[src/rtl/bin2bcd_pkg.sv]
// bin2bcd_pkg
// Shared types and constants for the sequential binary-to-BCD converter.
//   state_t    : FSM state encoding (IDLE/PREP/SHIFT/DONE)
//   NDIG       : number of packed BCD digits produced
//   BCD_MAX    : largest value representable in NDIG digits (clamp level)
//   MAX_DATA_W : widest supported input word
//   CNT_W      : width of the shift iteration counter
package bin2bcd_pkg;

    typedef enum logic [1:0] {
        ST_IDLE  = 2'd0,
        ST_PREP  = 2'd1,
        ST_SHIFT = 2'd2,
        ST_DONE  = 2'd3
    } state_t;

    localparam int NDIG       = 6;
    localparam int BCD_MAX    = 999999;
    localparam int MAX_DATA_W = 20;
    localparam int CNT_W      = $clog2(MAX_DATA_W + 1);

endpackage

[src/rtl/bin2bcd_seq_if.sv]
// bin2bcd_seq_if
// Request/result bundle between a client and bin2bcd_seq.
//   Start_i  : conversion request (client -> converter)
//   Data_i   : DATA_W-bit binary value
//   Signed_i : 1 = Data_i is two's complement
//   Busy_o   : conversion in progress
//   Done_o   : one-cycle result-valid pulse
//   Bcd_o    : packed BCD result, units in [3:0]
//   Neg_o    : result is negative
//   Ovf_o    : magnitude was clamped to BCD_MAX
// master = client side, slave = converter side.
interface bin2bcd_seq_if #(
    parameter int DATA_W = 20
);
    import bin2bcd_pkg::*;

    logic                Start_i;
    logic [DATA_W-1:0]   Data_i;
    logic                Signed_i;
    logic                Busy_o;
    logic                Done_o;
    logic [4*NDIG-1:0]   Bcd_o;
    logic                Neg_o;
    logic                Ovf_o;

    modport master (
        output Start_i, Data_i, Signed_i,
        input  Busy_o, Done_o, Bcd_o, Neg_o, Ovf_o
    );

    modport slave (
        input  Start_i, Data_i, Signed_i,
        output Busy_o, Done_o, Bcd_o, Neg_o, Ovf_o
    );

endinterface

[src/rtl/bcd_digit_adj.sv]
// bcd_digit_adj
// Combinational double-dabble corrector for one BCD digit: adds 3 when the
// digit is 5 or more so that the following left shift carries into the next
// digit correctly.
//   dig_in  : current BCD digit
//   dig_out : corrected digit, ready to be shifted
module bcd_digit_adj (
    input  logic [3:0] dig_in,
    output logic [3:0] dig_out
);

    assign dig_out = (dig_in >= 4'd5) ? (dig_in + 4'd3) : dig_in;

endmodule

[src/rtl/bin2bcd_seq.sv]
// bin2bcd_seq
// Sequential binary-to-BCD converter feeding the six 7-segment digit
// decoders. Accepts one DATA_W-bit word (optionally two's complement),
// clamps its magnitude to 999999 and converts it with shift-and-add-3,
// one bit per clock. Sign is reported separately for the minus segment.
//   Clk_i : system clock
//   Rst_i : synchronous, active-high reset
//   bus   : request/result bundle (slave side), see bin2bcd_seq_if
//
// state    | meaning
// ---------+-----------------------------------------------------------
// ST_IDLE  | waiting for Start_i; captures Data_i/Signed_i on accept
// ST_PREP  | derive sign and magnitude, clamp, clear scratch and counter
// ST_SHIFT | DATA_W double-dabble iterations; results register on last
// ST_DONE  | Done_o pulse, then back to idle
module bin2bcd_seq
    import bin2bcd_pkg::*;
#(
    parameter int DATA_W = 20
) (
    input  logic          Clk_i,
    input  logic          Rst_i,
    bin2bcd_seq_if.slave  bus
);

    state_t              state;
    state_t              state_nxt;

    logic [DATA_W-1:0]   data_q;
    logic                signed_q;
    logic [DATA_W-1:0]   mag_q;
    logic                neg_q;
    logic                ovf_q;
    logic [CNT_W-1:0]    cnt;
    logic [4*NDIG-1:0]   bcd_q;

    logic [4*NDIG-1:0]   bcd_r;
    logic                neg_r;
    logic                ovf_r;

    logic                neg_c;
    logic [DATA_W-1:0]   mag_raw;
    logic                ovf_c;
    logic [DATA_W-1:0]   mag_c;

    logic [4*NDIG-1:0]          bcd_adj;
    logic [4*NDIG+DATA_W-1:0]   shift_cat;
    logic [4*NDIG-1:0]          bcd_shift;
    logic [DATA_W-1:0]          mag_shift;
    logic                       last_shift;

    // Two's-complement negate in DATA_W bits: the most negative input maps
    // to 2^(DATA_W-1), which still fits as an unsigned magnitude.
    assign neg_c   = signed_q & data_q[DATA_W-1];
    assign mag_raw = neg_c ? (~data_q + DATA_W'(1)) : data_q;
    assign ovf_c   = (32'(mag_raw) > 32'(BCD_MAX));
    assign mag_c   = ovf_c ? DATA_W'(BCD_MAX) : mag_raw;

    for (genvar g = 0; g < NDIG; g++) begin : g_adj
        bcd_digit_adj u_adj (
            .dig_in  (bcd_q[4*g +: 4]),
            .dig_out (bcd_adj[4*g +: 4])
        );
    end

    // The clamp keeps the top digit <= 9, so nothing meaningful is lost off
    // the top of the scratch register.
    assign shift_cat  = {bcd_adj, mag_q} << 1;
    assign bcd_shift  = shift_cat[4*NDIG+DATA_W-1:DATA_W];
    assign mag_shift  = shift_cat[DATA_W-1:0];
    assign last_shift = (cnt == CNT_W'(DATA_W - 1));

    always_ff @(posedge Clk_i) begin
        if (Rst_i) begin
            state <= ST_IDLE;
        end else begin
            state <= state_nxt;
        end
    end

    always_comb begin
        state_nxt = state;
        case (state)
            ST_IDLE:  if (bus.Start_i) state_nxt = ST_PREP;
            ST_PREP:  state_nxt = ST_SHIFT;
            ST_SHIFT: if (last_shift) state_nxt = ST_DONE;
            ST_DONE:  state_nxt = ST_IDLE;
            default:  state_nxt = ST_IDLE;
        endcase
    end

    always_ff @(posedge Clk_i) begin
        if (Rst_i) begin
            data_q   <= '0;
            signed_q <= 1'b0;
            mag_q    <= '0;
            neg_q    <= 1'b0;
            ovf_q    <= 1'b0;
            cnt      <= '0;
            bcd_q    <= '0;
            bcd_r    <= '0;
            neg_r    <= 1'b0;
            ovf_r    <= 1'b0;
        end else begin
            case (state)
                ST_IDLE: begin
                    if (bus.Start_i) begin
                        data_q   <= bus.Data_i;
                        signed_q <= bus.Signed_i;
                    end
                end
                ST_PREP: begin
                    mag_q <= mag_c;
                    neg_q <= neg_c;
                    ovf_q <= ovf_c;
                    bcd_q <= '0;
                    cnt   <= '0;
                end
                ST_SHIFT: begin
                    bcd_q <= bcd_shift;
                    mag_q <= mag_shift;
                    cnt   <= cnt + CNT_W'(1);
                    // Results go out on the same edge that enters DONE.
                    if (last_shift) begin
                        bcd_r <= bcd_shift;
                        neg_r <= neg_q;
                        ovf_r <= ovf_q;
                    end
                end
                default: ;
            endcase
        end
    end

    assign bus.Busy_o = (state != ST_IDLE);
    assign bus.Done_o = (state == ST_DONE);
    assign bus.Bcd_o  = bcd_r;
    assign bus.Neg_o  = neg_r;
    assign bus.Ovf_o  = ovf_r;

endmodule
[src/flat_wrapper.sv]
// flat-port wrapper written by rule: the top's interface ports become plain ports
module bin2bcd_seq_flat import bin2bcd_pkg::*;
#(
    parameter int DATA_W = 20
)
  (Clk_i, Rst_i, bus_Start_i, bus_Data_i, bus_Signed_i, bus_Busy_o, bus_Done_o, bus_Bcd_o, bus_Neg_o, bus_Ovf_o);
  bin2bcd_seq_if #(.DATA_W(DATA_W)) bus_i ();
  input  logic Clk_i;
  input  logic Rst_i;
  input wire logic [$bits(bus_i.Start_i)-1:0] bus_Start_i;
  input wire logic [$bits(bus_i.Data_i)-1:0] bus_Data_i;
  input wire logic [$bits(bus_i.Signed_i)-1:0] bus_Signed_i;
  output wire logic [$bits(bus_i.Busy_o)-1:0] bus_Busy_o;
  output wire logic [$bits(bus_i.Done_o)-1:0] bus_Done_o;
  output wire logic [$bits(bus_i.Bcd_o)-1:0] bus_Bcd_o;
  output wire logic [$bits(bus_i.Neg_o)-1:0] bus_Neg_o;
  output wire logic [$bits(bus_i.Ovf_o)-1:0] bus_Ovf_o;
  assign bus_i.Start_i = bus_Start_i;
  assign bus_i.Data_i = bus_Data_i;
  assign bus_i.Signed_i = bus_Signed_i;
  assign bus_Busy_o = bus_i.Busy_o;
  assign bus_Done_o = bus_i.Done_o;
  assign bus_Bcd_o = bus_i.Bcd_o;
  assign bus_Neg_o = bus_i.Neg_o;
  assign bus_Ovf_o = bus_i.Ovf_o;
  bin2bcd_seq #(.DATA_W(DATA_W)) u_core (.Clk_i(Clk_i), .Rst_i(Rst_i), .bus(bus_i));
endmodule
[config.mk]
export PLATFORM = sky130hd
export DESIGN_NAME = bin2bcd_seq_flat
export DESIGN_NICKNAME = d
export VERILOG_FILES = /design/src/rtl/bin2bcd_pkg.sv /design/src/rtl/bin2bcd_seq_if.sv /design/src/rtl/bcd_digit_adj.sv /design/src/rtl/bin2bcd_seq.sv /design/src/flat_wrapper.sv
export SDC_FILE = /design/constraint.sdc
export NUM_CORES = 1
export LEC_CHECK = 0
export CAP_MARGIN = 20
export CELL_PAD_IN_SITES_DETAIL_PLACEMENT = 0
export CELL_PAD_IN_SITES_GLOBAL_PLACEMENT = 1
export CORE_MARGIN = 4
export CORE_UTILIZATION = 45
export DETAILED_ROUTE_END_ITERATION = 10
export PLACE_DENSITY = 0.9
export SETUP_SLACK_MARGIN = 0.15
export SYNTH_ARGS = -nofsm -noshare
export SYNTH_HDL_FRONTEND = slang
export SYNTH_SLANG_ARGS = --single-unit
[constraint.sdc]
create_clock -name Clk_i -period 4.71 [get_ports Clk_i]
set_clock_uncertainty 0.15 [all_clocks]
set_input_delay 1.413 -clock Clk_i [delete_from_list [all_inputs] [get_ports Clk_i]]
set_output_delay 1.413 -clock Clk_i [all_outputs]
set_load 0.03 [all_outputs]
==> metrics.csv <==
metric,value,unit
post-CTS setup buffer count,0,
htree depth,3,
outcome,"complete, no violations",
Tot Pwr,2.48,mW
Peak Freq,301,MHz
Reg2Reg Launch Point,u_core.data_q[2]$_SDFFE_PP0P_,
antenna violations before repair,0,
most frequently used flop master after synthesis,dfxtp_1,
Seq cells post-synth,100,
"Seq/Total Area, Yosys",0.396,
reg2reg end,u_core.mag_q[12]$_SDFFE_PP0P_,
share of layout cells above drive strength 1,0.0495,
Synthesis Warnings,0,
Hold Fails Final Rpt,0,
CP Data Arrival Time,1.76,ns
synth top area cells,"dfxtp_1 (40%), nand2_1 (7.0%), a21oi_1 (6.4%), ha_1 (4.7%), nor2_1 (3.9%)",
Starting Density,0.462,
CTS tree,built,
CTS root buf,clkbuf_16,
die footprint,0.0130,sq mm
Avg WL per Cell,13.9,um
Num CTS Buffers,9,
crit-path max FO,4,
Mapped Cells,619,
Slew @ Worst Pin,0.955,ns
Final setup viols,0,
max capacitance violation total,0,
leak pwr,2.06,nW
placed inst area,0.00560,sq mm
CORE AREA,0.0109,sq mm
Max VDD drop,0.295,mV
FP Rows,38,
Port-buffer cells,51,
largest net degree at the start of global routing,94,
Reg2Reg Setup Slack,1.77,ns
cell area after layout,0.00590,sq mm
crit path launch type,register,
DR pass1 iterations,5,
Post-CTS Resized,0,
Final ANT Viol Nets,0,
TritonCTS Sinks,100,
first-pass GRT wire length,18700,um
Final GP Congestion,0.829,
Post-synth EDFFs,0,
GRT Overall Usage,0.173,
Die X,114,um
io pins,52,
Required @ worst endpoint,3.15,ns
fin. max-slew vios,0,
# hold bufs at CTS,0,
DRC viols,0,
"Avg Cell Area, Syn",8.16,sq um
clock tree buffer depth,2,
r2r worst-path depth,7,
Synth top area share,0.396,
# diodes,0,
Cell Pwr Density,420,mW/mm^2
CP Class,reg -> out,
period utilization,0.706,
cell taking the most area after synthesis,dfxtp_1,
drt total wl,10900,um
DR vias,4283,
Layout area overhead,16.7,%
die height,114,um
Worst Setup EP,bus_Busy_o,
HPWL Detailed,7370,um
clk_lat worst skew,0.34,ns
Post-synth ARST share,0,
"Reg clk slew, reported paths",0.07,ns
placed insts,771,
Layout Cells excl Fill,787,
"commonest non-fill, non-tap cell in the layout",dfxtp_1,
gr ovfl total,0,
Tmin final,3.33,ns
Post-Syn Area,0.00505,sq mm
critical path capture point type,primary output,
initial DRC count,267,
"Net Count, Synth",662,
number of global-route vias before repair,4032,
Setup TNS Final,0,ns
via/cell ratio,5.44,
Nets,685,
RSZ-0062 raised after global routing,no,
Netlist cell types,55,
"leading cell types in the layout, fill and taps excluded","dfxtp_1 (100), nand2_1 (94), a21oi_1 (65), nor2_1 (51), clkdlybuf4s50_1 (50)",
crit path launch,u_core.state[0]$_SDFFE_PP0P_,
Hold WC Path Type,reg -> reg,
Slew HR,0.363,
## worst max-delay path, stage by stage (launching register included)
cell and delay (ns):
dfxtp_1 0.38, inv_1 0.10, ha_2 0.20, inv_1 0.07
clkdlybuf4s50_1 0.67
## registers in the layout (all words and copies together) (netlist names)
register / flops
u_core.bcd_q: 24
u_core.bus.Bcd_o: 24
u_core.data_q: 20
u_core.mag_q: 20
u_core.cnt: 5
u_core.state: 2
u_core.bus.Neg_o: 1
u_core.bus.Ovf_o: 1
u_core.neg_q: 1
u_core.ovf_q: 1
u_core.signed_q: 1
## report_power, final
part	internal (mW)	switching, mW
logic	0.276	0.441
clock network	0.429	0.321
registers	0.925	0.0848
total	1.63	0.847
## metrics by stage
step	utilization	worst slack, ns	hold slack [ns]
finish	0.539	1.38	0.303
floorplan	-	1.96	0.281
global route	0.539	1.29	0.335
detailed placement	0.512	1.70	0.297
CTS	0.539	1.37	0.306
global placement	0.512	1.74	0.292
## layer usage
layer | vias up | share of wire | track usage
li1 | 2200 | - | -
met1 | 1989 | 0.48 | 0.229
met2 | 76 | 0.47 | 0.279
met3 | 18 | 0.036 | 0.0371
met4 | 0 | 0.017 | 0.0610
met5 | - | 0 | 0
## Yosys cell counts, types with 12 or more instances
library cell,count
a21oi_1,65
o21ai_0,13
ha_1,19
clkbuf_1,36
a211oi_1,12
mux2i_1,15
xnor2_1,13
nor2b_1,14
nand2_1,94
nor2_1,52
and2_1,12
dfxtp_1,100
xor2_1,12
inv_1,23
nor3_1,15
## area by class of cell
cell class	count	area, sq um
repair buffers	56	543
well taps	140	175
inverters	23	86.3
clock inverters	5	60.1
clock buffers	11	243
fillers	1065	5040
multi-input cells	452	2790
flip-flops and latches	100	2000
## logic make-up after synthesis
logic type	synth area share
flops	0.396
compound gates	0.196
buf+inv	0.0530
simple gates	0.229
mux	0.0319
xor+xnor	0.0465
fa+ha+maj	0.0470
## how the worst min path moves through the flow
stage                                                 start                           endpoint  depth (start not counted)
final                     u_core.bus.Bcd_o[10]$_SDFFE_PP0P_  u_core.bus.Bcd_o[10]$_SDFFE_PP0P_                          2
after global routing      u_core.bus.Bcd_o[13]$_SDFFE_PP0P_  u_core.bus.Bcd_o[13]$_SDFFE_PP0P_                          2
after CTS                  u_core.bus.Bcd_o[2]$_SDFFE_PP0P_   u_core.bus.Bcd_o[2]$_SDFFE_PP0P_                          2
after detailed placement   u_core.bus.Bcd_o[2]$_SDFFE_PP0P_   u_core.bus.Bcd_o[2]$_SDFFE_PP0P_                          2
after global placement     u_core.bus.Bcd_o[9]$_SDFFE_PP0P_   u_core.bus.Bcd_o[9]$_SDFFE_PP0P_                          2
after floorplan                   u_core.neg_q$_SDFFE_PP0N_      u_core.bus.Neg_o$_SDFFE_PP0P_                          2
No activity file was read; power rests on OpenSTA's default activity.
